--- src/rtl/hall_pkg.sv ---
// hall_pkg: shared types and helpers for the hall quadrature decoder.
//   quad_state_t : filtered {hall_1, hall_2} level pair, one code per quadrant
//   step_dir_t   : classification of a transition between two quadrants
//   quad_decode  : classifies a prev -> curr quadrant transition
//   SYNC_STAGES  : flops between a raw hall pin and its glitch filter
package hall_pkg;

    localparam int unsigned SYNC_STAGES = 2;

    // Encoded directly as {hall_1, hall_2} so a level pair casts straight in.
    typedef enum logic [1:0] {
        Q00 = 2'b00,
        Q01 = 2'b01,
        Q10 = 2'b10,
        Q11 = 2'b11
    } quad_state_t;

    typedef enum logic [1:0] {
        NONE = 2'd0,
        CW   = 2'd1,
        CCW  = 2'd2,
        ERR  = 2'd3
    } step_dir_t;

    // Successor of a quadrant when turning clockwise (hall_1 leads).
    function automatic quad_state_t quad_next_cw(input quad_state_t s);
        quad_state_t nxt;
        case (s)
            Q00:     nxt = Q10;
            Q10:     nxt = Q11;
            Q11:     nxt = Q01;
            default: nxt = Q00;
        endcase
        return nxt;
    endfunction

    // Both bits flipping at once cannot be ordered, so it is reported as an error.
    function automatic step_dir_t quad_decode(input quad_state_t prev,
                                              input quad_state_t curr);
        step_dir_t dir;
        if (prev == curr) begin
            dir = NONE;
        end else if ((2'(prev) ^ 2'(curr)) == 2'b11) begin
            dir = ERR;
        end else if (quad_next_cw(prev) == curr) begin
            dir = CW;
        end else begin
            dir = CCW;
        end
        return dir;
    endfunction

endpackage

--- src/rtl/hall_quadrature_decoder_if.sv ---
// hall_quadrature_decoder_if: pin and status bundle of the hall decoder.
//   hall_1_raw, hall_2_raw : raw asynchronous hall pins
//   hall_1, hall_2         : synchronised, filtered hall levels
//   clockwise              : direction of the last accepted step (1 = clockwise)
//   step, step_err         : one-cycle legal / illegal transition pulses
//   edge_period            : saturating clk count between the last two steps
//   stalled                : no step for 2^PERIOD_W-1 cycles
// Modports: master = decoder side, slave = sensor/consumer side.
interface hall_quadrature_decoder_if #(
    parameter int unsigned PERIOD_W = 16
);
    logic                hall_1_raw;
    logic                hall_2_raw;
    logic                hall_1;
    logic                hall_2;
    logic                clockwise;
    logic                step;
    logic                step_err;
    logic [PERIOD_W-1:0] edge_period;
    logic                stalled;

    modport master (
        input  hall_1_raw,
        input  hall_2_raw,
        output hall_1,
        output hall_2,
        output clockwise,
        output step,
        output step_err,
        output edge_period,
        output stalled
    );

    modport slave (
        output hall_1_raw,
        output hall_2_raw,
        input  hall_1,
        input  hall_2,
        input  clockwise,
        input  step,
        input  step_err,
        input  edge_period,
        input  stalled
    );

endinterface

--- src/rtl/hall_glitch_filter.sv ---
// hall_glitch_filter: synchroniser plus persistence filter for one hall pin.
//   clk   : system clock
//   reset : synchronous active-low reset
//   raw   : asynchronous hall pin
//   level : filtered level; follows the synchronised pin only after it has
//           differed for FILTER_CYCLES consecutive cycles (legal 1..255)
module hall_glitch_filter
    import hall_pkg::*;
#(
    parameter int unsigned FILTER_CYCLES = 8
) (
    input  logic clk,
    input  logic reset,
    input  logic raw,
    output logic level
);

    localparam int unsigned        CNT_W    = 8;
    localparam logic [CNT_W-1:0]   CNT_LAST = CNT_W'(FILTER_CYCLES - 1);

    logic [SYNC_STAGES-1:0] sync_q;
    logic [CNT_W-1:0]       cnt_q;
    logic                   level_q;
    logic                   synced;

    assign synced = sync_q[SYNC_STAGES-1];
    assign level  = level_q;

    // Synchroniser shift chain and mismatch-run counter.
    always_ff @(posedge clk) begin
        if (!reset) begin
            sync_q  <= '0;
            cnt_q   <= '0;
            level_q <= 1'b0;
        end else begin
            sync_q <= {sync_q[SYNC_STAGES-2:0], raw};
            if (synced == level_q) begin
                cnt_q <= '0;
            end else if (cnt_q == CNT_LAST) begin
                // This cycle is the FILTER_CYCLES-th consecutive mismatch.
                level_q <= synced;
                cnt_q   <= '0;
            end else begin
                cnt_q <= cnt_q + CNT_W'(1);
            end
        end
    end

endmodule

--- src/rtl/hall_quadrature_decoder.sv ---
// hall_quadrature_decoder: hall sensor front end for the angle tracker.
//   clk   : system clock, all state on the rising edge
//   reset : synchronous active-low reset
//   bus   : hall_quadrature_decoder_if.master (raw pins in; filtered levels,
//           direction, step/step_err pulses, edge_period, stalled out)
// Parameters: FILTER_CYCLES (filter persistence, 1..255), PERIOD_W (period width).
// Build option: HALL_REVERSAL_FILTER_EN -- when defined, clockwise only flips
// after two consecutive legal steps against the current direction.
module hall_quadrature_decoder
    import hall_pkg::*;
#(
    parameter int unsigned FILTER_CYCLES = 8,
    parameter int unsigned PERIOD_W      = 16
) (
    input logic                       clk,
    input logic                       reset,
    hall_quadrature_decoder_if.master bus
);

    localparam logic [PERIOD_W-1:0] PERIOD_MAX = '1;

    logic                hall_1_f;
    logic                hall_2_f;
    quad_state_t         prev_q;
    quad_state_t         curr_c;
    step_dir_t           dir_c;
    logic                step_legal_c;
    logic                dir_is_cw_c;
    logic                cw_next_c;
    logic [PERIOD_W-1:0] period_inc_c;

    logic                clockwise_q;
    logic                step_q;
    logic                step_err_q;
    logic [PERIOD_W-1:0] period_cnt_q;
    logic [PERIOD_W-1:0] edge_period_q;
    logic                stalled_q;
`ifdef HALL_REVERSAL_FILTER_EN
    logic                rev_pending_q;
    logic                rev_pending_next_c;
`endif

    // One synchroniser + filter per channel.
    hall_glitch_filter #(.FILTER_CYCLES(FILTER_CYCLES)) u_filt_1 (
        .clk   (clk),
        .reset (reset),
        .raw   (bus.hall_1_raw),
        .level (hall_1_f)
    );

    hall_glitch_filter #(.FILTER_CYCLES(FILTER_CYCLES)) u_filt_2 (
        .clk   (clk),
        .reset (reset),
        .raw   (bus.hall_2_raw),
        .level (hall_2_f)
    );

    // Transition classification against last cycle's filtered pair.
    assign curr_c       = quad_state_t'({hall_1_f, hall_2_f});
    assign dir_c        = quad_decode(prev_q, curr_c);
    assign step_legal_c = (dir_c == CW) || (dir_c == CCW);
    assign dir_is_cw_c  = (dir_c == CW);

    // Saturating increment of the step-period counter.
    assign period_inc_c = (period_cnt_q == PERIOD_MAX) ? PERIOD_MAX
                                                       : period_cnt_q + PERIOD_W'(1);

    // Next direction; optionally debounced against single reversed steps.
    always_comb begin
        cw_next_c = clockwise_q;
`ifdef HALL_REVERSAL_FILTER_EN
        rev_pending_next_c = rev_pending_q;
        if (step_legal_c) begin
            if (dir_is_cw_c == clockwise_q) begin
                rev_pending_next_c = 1'b0;
            end else if (rev_pending_q) begin
                cw_next_c          = dir_is_cw_c;
                rev_pending_next_c = 1'b0;
            end else begin
                rev_pending_next_c = 1'b1;
            end
        end
`else
        if (step_legal_c) begin
            cw_next_c = dir_is_cw_c;
        end
`endif
    end

    // Decode, direction and period state.
    always_ff @(posedge clk) begin
        if (!reset) begin
            prev_q        <= Q00;
            clockwise_q   <= 1'b1;
            step_q        <= 1'b0;
            step_err_q    <= 1'b0;
            period_cnt_q  <= '0;
            edge_period_q <= PERIOD_MAX;
            stalled_q     <= 1'b1;
`ifdef HALL_REVERSAL_FILTER_EN
            rev_pending_q <= 1'b0;
`endif
        end else begin
            prev_q      <= curr_c;
            step_q      <= step_legal_c;
            step_err_q  <= (dir_c == ERR);
            clockwise_q <= cw_next_c;
`ifdef HALL_REVERSAL_FILTER_EN
            rev_pending_q <= rev_pending_next_c;
`endif
            if (step_legal_c) begin
                period_cnt_q  <= '0;
                edge_period_q <= period_inc_c;
                stalled_q     <= 1'b0;
            end else begin
                period_cnt_q <= period_inc_c;
                // Sticky from reset until the first step.
                if (period_inc_c == PERIOD_MAX) begin
                    stalled_q <= 1'b1;
                end
            end
        end
    end

    assign bus.hall_1      = hall_1_f;
    assign bus.hall_2      = hall_2_f;
    assign bus.clockwise   = clockwise_q;
    assign bus.step        = step_q;
    assign bus.step_err    = step_err_q;
    assign bus.edge_period = edge_period_q;
    assign bus.stalled     = stalled_q;

endmodule

--- src/flat_wrapper.sv ---
// flat-port wrapper written by rule: the top's interface ports become plain ports
module hall_quadrature_decoder_flat import hall_pkg::*;
#(
    parameter int unsigned FILTER_CYCLES = 8,
    parameter int unsigned PERIOD_W      = 16
)
  (clk, reset, bus_hall_1_raw, bus_hall_2_raw, bus_hall_1, bus_hall_2, bus_clockwise, bus_step, bus_step_err, bus_edge_period, bus_stalled);
  hall_quadrature_decoder_if #(.PERIOD_W(PERIOD_W)) bus_i ();
  input logic clk;
  input logic reset;
  input wire logic [$bits(bus_i.hall_1_raw)-1:0] bus_hall_1_raw;
  input wire logic [$bits(bus_i.hall_2_raw)-1:0] bus_hall_2_raw;
  output wire logic [$bits(bus_i.hall_1)-1:0] bus_hall_1;
  output wire logic [$bits(bus_i.hall_2)-1:0] bus_hall_2;
  output wire logic [$bits(bus_i.clockwise)-1:0] bus_clockwise;
  output wire logic [$bits(bus_i.step)-1:0] bus_step;
  output wire logic [$bits(bus_i.step_err)-1:0] bus_step_err;
  output wire logic [$bits(bus_i.edge_period)-1:0] bus_edge_period;
  output wire logic [$bits(bus_i.stalled)-1:0] bus_stalled;
  assign bus_i.hall_1_raw = bus_hall_1_raw;
  assign bus_i.hall_2_raw = bus_hall_2_raw;
  assign bus_hall_1 = bus_i.hall_1;
  assign bus_hall_2 = bus_i.hall_2;
  assign bus_clockwise = bus_i.clockwise;
  assign bus_step = bus_i.step;
  assign bus_step_err = bus_i.step_err;
  assign bus_edge_period = bus_i.edge_period;
  assign bus_stalled = bus_i.stalled;
  hall_quadrature_decoder #(.FILTER_CYCLES(FILTER_CYCLES), .PERIOD_W(PERIOD_W)) u_core (.clk(clk), .reset(reset), .bus(bus_i));
endmodule
--- config.mk ---
export PLATFORM = sky130hd
export DESIGN_NAME = hall_quadrature_decoder_flat
export DESIGN_NICKNAME = d
export VERILOG_FILES = /design/src/rtl/hall_pkg.sv /design/src/rtl/hall_quadrature_decoder_if.sv /design/src/rtl/hall_glitch_filter.sv /design/src/rtl/hall_quadrature_decoder.sv /design/src/flat_wrapper.sv
export SDC_FILE = /design/constraint.sdc
export NUM_CORES = 1
export LEC_CHECK = 0
export BUFFER_PORTS_ARGS = -buffer_cell sky130_fd_sc_hd__buf_2
export CAP_MARGIN = 30
export CORE_MARGIN = 4
export CORE_UTILIZATION = 50
export DETAILED_ROUTE_END_ITERATION = 16
export PLACE_DENSITY = 0.67
export RECOVER_POWER = 100
export SETUP_SLACK_MARGIN = 0.2
export SLEW_MARGIN = 20
export SYNTH_ARGS = -nofsm -noshare
export SYNTH_HDL_FRONTEND = slang
export SYNTH_SLANG_ARGS = --single-unit
--- constraint.sdc ---
create_clock -name clk -period 2.5 [get_ports clk]
set_clock_uncertainty 0.1 [all_clocks]
set_input_delay 0.25 -clock clk [delete_from_list [all_inputs] [get_ports clk]]
set_output_delay 0.25 -clock clk [all_outputs]
set_load 0.005 [all_outputs]
Yosys cells after proc, flatten, opt, wreduce, memory -nomap -nowiden:

Index checks and enable logic that the tools add are counted.

* add/sub/neg operators: 3
* equal/unequal tests: 14
* muxes and demuxes: 9
* bitwise logic cells: 4
* reductions and logical operators: 8

Operators with widths (count)
* equality test 16 bit (second input constant): 2
* adder 16 x 1 -> 16 bit (second input constant): 1
* adder 8 x 1 -> 8 bit (second input constant): 2
* equality test 8 x 3 -> 1 bit (second input constant): 2
* 2-to-1 mux 16 bit: 1
* equality test 2 bit (second input constant): 5
* 2-to-1 mux 2 bit: 5
* one-hot mux 2 bit (3 select lines): 1
* OR reduction 3 bit: 2
* equality test 2 bit: 2
* AND reduction 2 bit: 2
* inverter 1 bit: 3
* equality test 1 bit: 2
* equality test 2 x 1 -> 1 bit (second input constant): 1
* logical NOT 2 bit: 1
* 2-to-1 mux 1 bit: 2
* nonzero test 2 bit: 1
* OR reduction 2 bit: 1
* bitwise XOR 2 bit: 1
* logical OR 1 bit: 1

* bits in registers: 60
* input bits: 4
* output and inout port bits: 22
* word-level logic and storage cells: 51

Logic depth before layout (Yosys ltp):

Gate-level depths: netlist of run 1.

* depth in word-level cells: 11
* gate-level depth with buffers: 8
* mapped depth without buffers: 7

Hierarchy:

From an unflattened synthesis of run 1, not the netlist that was laid out.

* cells, all modules: 277
* area total of the unflattened synthesis: 2521.2 um2

By module, submodules not included
* hall_quadrature_decoder: times used 1, cells an instance 181, area each 1637.8 um2, sequential area each 760.7 um2
* hall_glitch_filter: times used 2, cells an instance 48, area each 441.7 um2, sequential area each 220.2 um2

Worst setup path after synthesis of run 1:

Ideal clock, no wire load.

* kind: register -> register
* start point: register u_core.period_cnt_q[0]
* end point: register u_core.stalled_q (netlist: u_core.bus.stalled)
* library setup time: 0.078 ns
* arrival time: 1.738 ns
* setup slack: 0.584 ns
* stages on the path, launching flop included: 7
* buffers on the path: 0
* cell sequence: dfxtp_1 -> ha_1 -> nand4_2 -> or4_4 -> nand3b_1 -> a41oi_1 -> nor3_1

* longest elaborated chain between the ends: 4
* elaborated cells between the ends (all ways): 5
* classes of those cells: 1 x add/sub; 2 x eq/ne; 1 x mux; 1 x reduce/logical

RTL lines
* start: declaration: line hall_quadrature_decoder.sv:35 `logic [PERIOD_W-1:0] period_cnt_q;`
* start signal: assignment: line hall_quadrature_decoder.sv:116 `period_cnt_q <= period_inc_c;`
* adder 16 x 1 -> 16 bit or equality test 16 bit (tied branches): line hall_quadrature_decoder.sv:66, hall_quadrature_decoder.sv:65
* 2-to-1 mux 16 bit *: line hall_quadrature_decoder.sv:65 `assign period_inc_c = (period_cnt_q == PERIOD_MAX) ? PERIOD_MAX`
* equality test 16 bit *: line hall_quadrature_decoder.sv:118 `if (period_inc_c == PERIOD_MAX) begin`
* nonzero test 2 bit (no source line) *
* end signal: assignment: line hall_quadrature_decoder.sv:99 `stalled_q <= 1'b1;`
* end signal: assignment: line hall_quadrature_decoder.sv:114 `stalled_q <= 1'b0;`
* end signal: assignment: line hall_quadrature_decoder.sv:119 `stalled_q <= 1'b1;`
* end: declaration: line hall_quadrature_decoder.sv:37 `logic stalled_q;`

Mark *: on every way between the ends. The rest lies on a longest branch, timed or not.
A chain may end at the register's enable or synchronous reset.

Final worst setup path of run 1:

Ends and elaborated chain as after synthesis.

==> results.json, run 1 <==
{
  "seq_area_um2": 1200,
  "placed_area_um2": 2710,
  "placementRows": 25,
  "synth.distinct_cells": 45,
  "synth.net_count": 294,
  "clk_path_buf_depth": 2,
  "drtPass1Iterations": 4,
  "dpl.hpwl_um": 3590,
  "ctsResizeCount": 0,
  "yosysTopAreaCell": "dfxtp_1",
  "synth.most_common_cell": "dfxtp_1",
  "grt_pass1_wl_um": 8670,
  "wl_um": 5030,
  "reg2reg_depth": 6,
  "num_vias": 2002,
  "grt_max_degree": 26,
  "r2r_end": "u_core.bus.stalled",
  "dp_cells": 365,
  "ir_worst_vdd_v": 0.000454,
  "cellLeakagePower_uw": 0.00119,
  "cp.required_ns": 2.66,
  "wl_per_cell_um": 13.2,
  "p_sw_frac": 0.190,
  "hp-class": "primary input to register",
  "rr_startpoint": "u_core.period_cnt_q[0]",
  "fillers": 460,
  "grt_pass1_vias": 1917,
  "die_area_um2": 6330,
  "drc_errors": 0,
  "portBuffers": 25,
  "clkPwrFrac": 0.526,
  "internal_power_uw": 1750,
  "multi_input_area_um2": 1250,
  "antenna_cells": 0,
  "met3_usage": 0.0632,
  "cts_buffers": 9,
  "power_density_nw_per_um2": 731,
  "synth_area_leaders": "dfxtp_1, nor2_1, xor2_1",
  "fin_cells": 381,
  "postRouteAntennaNets": 0,
  "async_reset_ff_frac": 0,
  "final_area_um2": 2950,
  "drive_above_1_share": 0.127,
  "synth_edf_count": 0,
  "cts-root-buf": "clkbuf_8",
  "pwr-share-seq": 0.454,
  "global_route.usage.met2": 0.283,
  "grt.busiest_layer": "met2",
  "path_max_fanout": 8,
  "cts_tree": "done",
  "met1_usage": 0.216,
  "cts_hold_buffers": 0,
  "maxSlewHeadroom": 0.488,
  "holdWs_ns": 0.0212,
  "min_from": "bus_hall_2_raw",
  "ff2ff_setup_slack_ns": 0.36,
  "finalCriticalPeriod_ns": 2.14,
  "max-cap-violations": 0,
  "crit_type": "register to register",
  "synthTopCellsByCount": "dfxtp_1, nor2_1, xor2_1",
  "setup_tns_ns": 0,
  "syn_area_per_cell_um2": 8.99,
  "rsz0062_at_grt": "no",
  "whs_endpoint": "u_core.u_filt_2.sync_q[0]",
  "cp-start-kind": "register",
  "antenna_found_initial": 0,
  "status": "finished clean",
  "switchingPower_uw": 410,
  "start_util": 0.528,
  "finalWorstSetupSlack_ns": 0.364,
  "p_comb_frac": 0.021,
  "postCtsSetupBuffers": 0,
  "ys_seq_area_frac": 0.469,
  "ys_ff_latch": 60,
  "yosys_warnings": 0,
  "fmax_mhz": 468,
  "arrival_ns": 2.30,
  "worst_setup_path_end_kind": "register",
  "yosysTopAreaCellShare": 0.469,
  "die_w_um": 79.6,
  "synth_cells": 285,
  "area_growth_pct": 15.3,
  "viasPerCell": 5.25,
  "core-area_um2": 4850,
  "final-setup-viol-count": 0,
  "clock-sinks": 60,
  "fin_nets": 318,
  "tightest_slew_ns": 0.768,
  "place.gp.congestion": 0.942,
  "dp_slack_ns": 0.386,
  "clkTransAtPathRegs_ns": 0.07,
  "finalCritPeriodShare": 0.854,
  "grt_usage": 0.178,
  "grt_overflow_total": 0,
  "worst_skew_pair.late_latency_ns": 0.33,
  "h-tree-depth": 3,
  "io_pins": 26,
  "hold_violations": 0,
  "slew_violations": 0,
  "die_h_um": 79.6,
  "drt_iter0_drc": 58,
  "ys.flop_type": "dfxtp_1",
  "syn_area_um2": 2560,
  "whs_path_depth": 2
}
==> state kept, by name (all words and copies together), names as in the netlist, 2 cells and up <==
register	cells
u_core.prev_q	2
u_core.period_cnt_q	16
u_core.u_filt_1.sync_q	2
u_core.u_filt_1.cnt_q	8
u_core.u_filt_2.cnt_q	8
u_core.u_filt_2.sync_q	2
u_core.bus.edge_period	16
==> kinds of logic (layout without fill, tap and decap cells) <==
kind of cell,count (synthesis),in the layout,share of synthesized area
flip-flops,60,60,0.469
adder cells (fa/ha/maj),5,5,0.0244
multiplexers,3,3,0.0117
AO/OA/AOI/OAI,38,38,0.0899
XOR/XNOR,30,30,0.103
AND/OR/NAND/NOR,126,126,0.259
buffers and inverters,23,52,0.0430
==> critical path, cell delays in order (launching register included) <==
cell and delay (ns):
dfxtp_1 0.45, ha_1 0.33, nand4_2 0.27, or4_4 0.59, nand3b_1 0.11, a41oi_1 0.05
nor3_1 0.16
==> layout by cell type (no fill, tap or decap), types with 10 or more instances in the layout <==
master / count
nand3_1: 15
xor2_1: 20
clkbuf_1: 13
xnor2_1: 10
a21oi_1: 19
dfxtp_1: 60
nor2_1: 47
buf_2: 14
nand2_1: 16
==> power groups by stage <==
stage	registers (uW)	clock network, uW	logic, uW
after CTS	979	1160	46.6
after global placement	1000	0	46.6
after detailed placement	1000	0	46.5
final	979	1130	45.0
after floorplan	996	0	35.6
after global routing	980	1200	51.7
==> routing by layer <==
metal  part of all wire  up-vias
li1                   -     1026
met3              0.050        6
met4              0.014        0
met5                  0        -
met2               0.47       36
met1               0.47      934
==> per-stage QoR <==
stage | total power, uW | util
floorplan | 1030 | -
CTS | 2180 | 0.613
finish | 2160 | 0.609
detailed placement | 1050 | 0.559
global placement | 1050 | 0.559
global route | 2230 | 0.609
==> layout make-up <==
type | instances | area share
multi-input cells | 202 | 0.423
flip-flops and latches | 60 | 0.407
clock inverters | 6 | 0.0462
clock buffers | 10 | 0.0432
repair buffers | 27 | 0.0407
well taps | 67 | 0.0284
inverters | 9 | 0.0114
==> how the worst max path moves through the flow <==
stage	start	to	slack, ns	depth (start not counted)
after global placement	u_core.period_cnt_q[0]	u_core.bus.stalled	0.45	6
final	u_core.period_cnt_q[0]	u_core.bus.stalled	0.36	6
after global routing	u_core.u_filt_1.level	u_core.bus.edge_period[11]	0.13	8
after floorplan	u_core.period_cnt_q[0]	u_core.bus.stalled	0.58	6
after CTS	u_core.period_cnt_q[0]	u_core.bus.stalled	0.38	6
after detailed placement	u_core.period_cnt_q[0]	u_core.bus.stalled	0.39	6
Power figures use the tool's default switching activity.
==> run 2: changes to the inputs <==
--- a/config.mk
+++ b/config.mk
@@ -10,10 +10,9 @@
 export CORE_MARGIN = 4
 export CORE_UTILIZATION = 50
 export DETAILED_ROUTE_END_ITERATION = 16
-export PLACE_DENSITY = 0.67
+export PLACE_DENSITY_LB_ADDON = 0.08
 export RECOVER_POWER = 100
 export SETUP_SLACK_MARGIN = 0.2
-export SLEW_MARGIN = 20
 export SYNTH_ARGS = -nofsm -noshare
 export SYNTH_HDL_FRONTEND = slang
 export SYNTH_SLANG_ARGS = --single-unit
==> run 2 against run 1 <==
First-iteration DRC count increased by 43%. Core utilization fell by 0.28 points. Flip-flop and latch count did not move. Register-to-register slack gained 0.04 ns. Fmax is 1.7% higher. Global-route usage increased by 0.47 points. Combinational power barely moved. Sequential power about the same. Critical path type unchanged. Largest cell class unchanged. Highest routed layer unchanged.
==> results.json, run 2 (synthesis gave the netlist of run 1 again) <==
{
  "reg2reg_depth": 6,
  "global_route.usage.met2": 0.273,
  "area_growth_pct": 14.8,
  "crit_type": "register to register",
  "power_uw": 2030,
  "clkTransAtPathRegs_ns": 0.07,
  "grt_pass1_vias": 1859,
  "cp-start-kind": "register",
  "final_common_cell": "dfxtp_1",
  "hold_violations": 0,
  "dp_slack_ns": 0.385,
  "clock-sinks": 60,
  "drc_errors": 0,
  "wl_per_cell_um": 13.3,
  "ir_worst_vdd_v": 0.000399,
  "clkPwrFrac": 0.495,
  "status": "finished clean",
  "most-common-layout-cells": "dfxtp_1, nor2_1, xor2_1",
  "met3_usage": 0.0734,
  "power_density_nw_per_um2": 691,
  "cellLeakagePower_uw": 0.00120,
  "finalCriticalPeriod_ns": 2.10,
  "cts-root-buf": "clkbuf_8",
  "final-setup-viol-count": 0,
  "place.gp.congestion": 0.848,
  "core-area_um2": 4850,
  "cp.required_ns": 2.67,
  "portBuffers": 25,
  "die_w_um": 79.6,
  "viasPerCell": 5.24,
  "internal_power_uw": 1620,
  "wl_um": 5060,
  "dpl.hpwl_um": 3550,
  "grt_overflow_total": 0,
  "grt_pass1_wl_um": 8630,
  "finalCritPeriodShare": 0.840,
  "slew_violations": 0,
  "cts_tree": "done",
  "h-tree-depth": 3,
  "grt.busiest_layer": "met2",
  "die_area_um2": 6330,
  "fin_nets": 318,
  "arrival_ns": 2.27,
  "hp-class": "primary input to register",
  "fillers": 451,
  "finalWorstSetupSlack_ns": 0.400,
  "start_util": 0.528,
  "cts_buffers": 9,
  "whs_path_depth": 2,
  "tightest_slew_ns": 0.739,
  "worst_setup_path_end_kind": "register",
  "clk_path_buf_depth": 2,
  "num_vias": 1998,
  "path_max_fanout": 8,
  "met1_usage": 0.221,
  "die_h_um": 79.6,
  "cts_hold_buffers": 0,
  "maxSlewHeadroom": 0.507,
  "drtPass1Iterations": 4,
  "antenna_found_initial": 0,
  "worst_skew_pair.late_latency_ns": 0.34,
  "setup_tns_ns": 0,
  "max-cap-violations": 0,
  "drt_iter0_drc": 83,
  "io_pins": 26,
  "grt_max_degree": 26,
  "drive_above_1_share": 0.140,
  "placementRows": 25,
  "antenna_cells": 0,
  "switchingPower_uw": 407,
  "postRouteAntennaNets": 0,
  "grt_usage": 0.183,
  "rsz0062_at_grt": "no",
  "fmax_mhz": 476,
  "pwr-share-seq": 0.483,
  "p_sw_frac": 0.200,
  "p_comb_frac": 0.022
}
-- run 2: cell types whose count changed in the layout (fill, tap and decap cells not counted), sizes merged --
cell / change
buf: +5
clkbuf: -3
bufinv: -2
clkinv: +1
clkinvlp: -1
-- run 2: metal layers --
metal  wire length (um)  vias up
met5                  0        -
met4                138        0
met3                214       13
met2               2370       30
met1               2340      926
li1                   -     1029
-- run 2: repair_timing --
item / in CTS / in global routing
gates resized for setup: 0 / 1
endpoints found under the setup margin: 0 / 1
hold endpoints to repair: 0 / 0
setup buffers: 0 / 0
-- run 2: per-stage QoR --
stage | instance area [um2] | hold WS [ns] | std cells | utilization
after floorplan | 2560 | 0.277 | 285 | -
after global placement | 2710 | 0.318 | 365 | 0.559
after detailed placement | 2710 | 0.323 | 365 | 0.559
after CTS | 2940 | 0.000141 | 381 | 0.607
after global routing | 2940 | 0.00561 | 381 | 0.606
final | 2940 | 0.0107 | 381 | 0.606
-- run 2: final timing paths --
| kind | endpoint | start | slack (ns) |
|---|---|---|---|
| worst min-delay path | u_core.u_filt_2.sync_q[0] | bus_hall_2_raw | 0.01 |
| worst max-delay path | u_core.bus.stalled | u_core.period_cnt_q[0] | 0.40 |
| worst max register to register | u_core.bus.stalled | u_core.period_cnt_q[0] | 0.40 |
| worst min register to register | u_core.u_filt_1.sync_q[1] | u_core.u_filt_1.sync_q[0] | 0.34 |
-- run 2: power groups by stage --
stage / Sequential (uW) / Combinational [uW] / Clock, uW
global route: 981 / 52.5 / 1080
finish: 981 / 44.9 / 1010
floorplan: 996 / 35.6 / 0
detailed placement: 1000 / 46.0 / 0
global placement: 1000 / 46.7 / 0
CTS: 980 / 46.0 / 1020
-- run 2: cell type report --
class / count / area (um2) / area share
clock buffer: 12 / 165 / 0.0562
clock inverter: 4 / 70.1 / 0.0238
inverter: 9 / 33.8 / 0.0115
multi-input combinational: 202 / 1260 / 0.428
sequential: 60 / 1200 / 0.409
tap: 67 / 83.8 / 0.0285
timing repair buffer: 27 / 128 / 0.0434
-- run 2: worst max-delay path, stage by stage, from the launching register on --
cell	delay, ns
dfxtp_1	0.47
ha_1	0.35
xnor2_1	0.15
or4_1	0.48
a31oi_1	0.18
a41oi_1	0.14
nor3_1	0.17
==> run 3: changes to the inputs <==
==> constraint.sdc (replaced) <==
create_clock -name clk -period 2.19 [get_ports clk]
set_clock_uncertainty 0.1 [all_clocks]
set_input_delay 0.219 -clock clk [delete_from_list [all_inputs] [get_ports clk]]
set_output_delay 0.219 -clock clk [all_outputs]
set_load 0.005 [all_outputs]
==> run 3 against run 2 <==
Sequential power up 14%. Clock-buffer cell count up 1. Sequential share of layout area down 0.70 points. Hold slack better by 0.14 ns. Critical path type unchanged. Worst setup slack worse by 0.17 ns. Combinational power up 41%. Power up 11%.
==> results.json, run 3 (synthesis gave the netlist of run 1 again) <==
{
  "status": "finished clean",
  "fin_nets": 326,
  "clock-sinks": 60,
  "postRouteAntennaNets": 0,
  "start_util": 0.528,
  "h-tree-depth": 3,
  "fmax_mhz": 511,
  "fin_cells": 389,
  "rsz0062_at_grt": "yes",
  "io_pins": 26,
  "finalCriticalPeriod_ns": 1.96,
  "tightest_slew_ns": 0.474,
  "placementRows": 25,
  "cp-start-kind": "register",
  "finalCritPeriodShare": 0.893,
  "grt_pass1_vias": 1943,
  "worst_skew_pair.late_latency_ns": 0.33,
  "final-setup-viol-count": 0,
  "power_uw": 2250,
  "maxSlewHeadroom": 0.682,
  "cts_buffers": 9,
  "path_max_fanout": 7,
  "drt_iter0_drc": 70,
  "wl_um": 5200,
  "arrival_ns": 2.11,
  "drive_above_1_share": 0.174,
  "die_w_um": 79.6,
  "postCtsSetupBuffers": 0,
  "most-common-layout-cells": "dfxtp_1, nor2_1, xor2_1",
  "die_h_um": 79.6,
  "crit_type": "register to register",
  "clkTransAtPathRegs_ns": 0.07,
  "dp_cells": 371,
  "place.gp.congestion": 0.916,
  "grt_overflow_total": 0,
  "ir_worst_vdd_v": 0.000475,
  "wl_per_cell_um": 13.4,
  "antenna_found_initial": 0,
  "final_common_cell": "dfxtp_1",
  "cts-root-buf": "clkbuf_8",
  "clk_path_buf_depth": 2,
  "grt_max_degree": 26,
  "dpl.hpwl_um": 3610,
  "setup_tns_ns": 0,
  "grt_pass1_wl_um": 8840,
  "hold_violations": 0,
  "area_growth_pct": 17.0,
  "slew_violations": 0,
  "cts_tree": "done",
  "max-cap-violations": 0,
  "cellLeakagePower_uw": 0.00120,
  "power_density_nw_per_um2": 751,
  "die_area_um2": 6330,
  "portBuffers": 25,
  "cp.required_ns": 2.35,
  "placed_area_um2": 2750,
  "num_vias": 2054,
  "drtPass1Iterations": 4,
  "final_area_um2": 3000,
  "antenna_cells": 0,
  "worst_setup_path_end_kind": "register",
  "drc_errors": 0,
  "holdWs_ns": 0.148,
  "hp-class": "primary input to register",
  "viasPerCell": 5.28,
  "grt_usage": 0.183,
  "core-area_um2": 4850
}
## run 3: critical path, stage by stage (launching register included)
cell and delay [ns]:
dfxtp_1 0.51, nand4_4 0.18, or2_0 0.30, nor3_2 0.38
buf_4 0.21, nor3_1 0.04, o21ai_0 0.14
## run 3: stage by stage
step                      setup slack [ns]   util
final                                0.233  0.618
after global routing                 0.120  0.618
after CTS                            0.202  0.618
after detailed placement             0.218  0.568
after global placement               0.203  0.568
after floorplan                      0.274      -
## run 3: final cells by class
type | count | area (um2)
clock buffers | 13 | 179
clock inverters | 3 | 42.5
fillers | 454 | 1850
inverters | 9 | 33.8
multi-input cells | 202 | 1260
flip-flops and latches | 60 | 1200
well taps | 67 | 83.8
repair buffers | 35 | 195
## run 3: layer usage
layer  vias up  global-route usage  part of all wire
met1       971               0.232              0.48
li1       1040                   -                 -
met3        11              0.0756             0.043
met5         -                   0                 0
met2        32               0.270              0.46
met4         0              0.0808             0.022
## run 3: repair_timing
action                                  CTS  global route
endpoints found under the setup margin    0            19
resized for setup                         0             7
hold buffers                              2             0
hold endpoints to repair                  2             0
## run 3: power by group
part           switching (uW)  internal, uW  total, uW  leakage, uW
Clock                     421           648       1070     0.000112
Combinational            34.5          28.7       63.2     0.000605
Sequential               13.7          1100       1120     0.000487
## run 3: worst paths after layout
check                                  from  slack [ns]                    endpoint  cells after the start
hold / removal                        reset        0.15   u_core.bus.edge_period[8]                      2
setup / recovery     u_core.period_cnt_q[9]        0.23  u_core.bus.edge_period[13]                      6
setup reg to reg     u_core.period_cnt_q[9]        0.23  u_core.bus.edge_period[13]                      6
hold reg to reg   u_core.u_filt_2.sync_q[0]        0.34   u_core.u_filt_2.sync_q[1]                      1
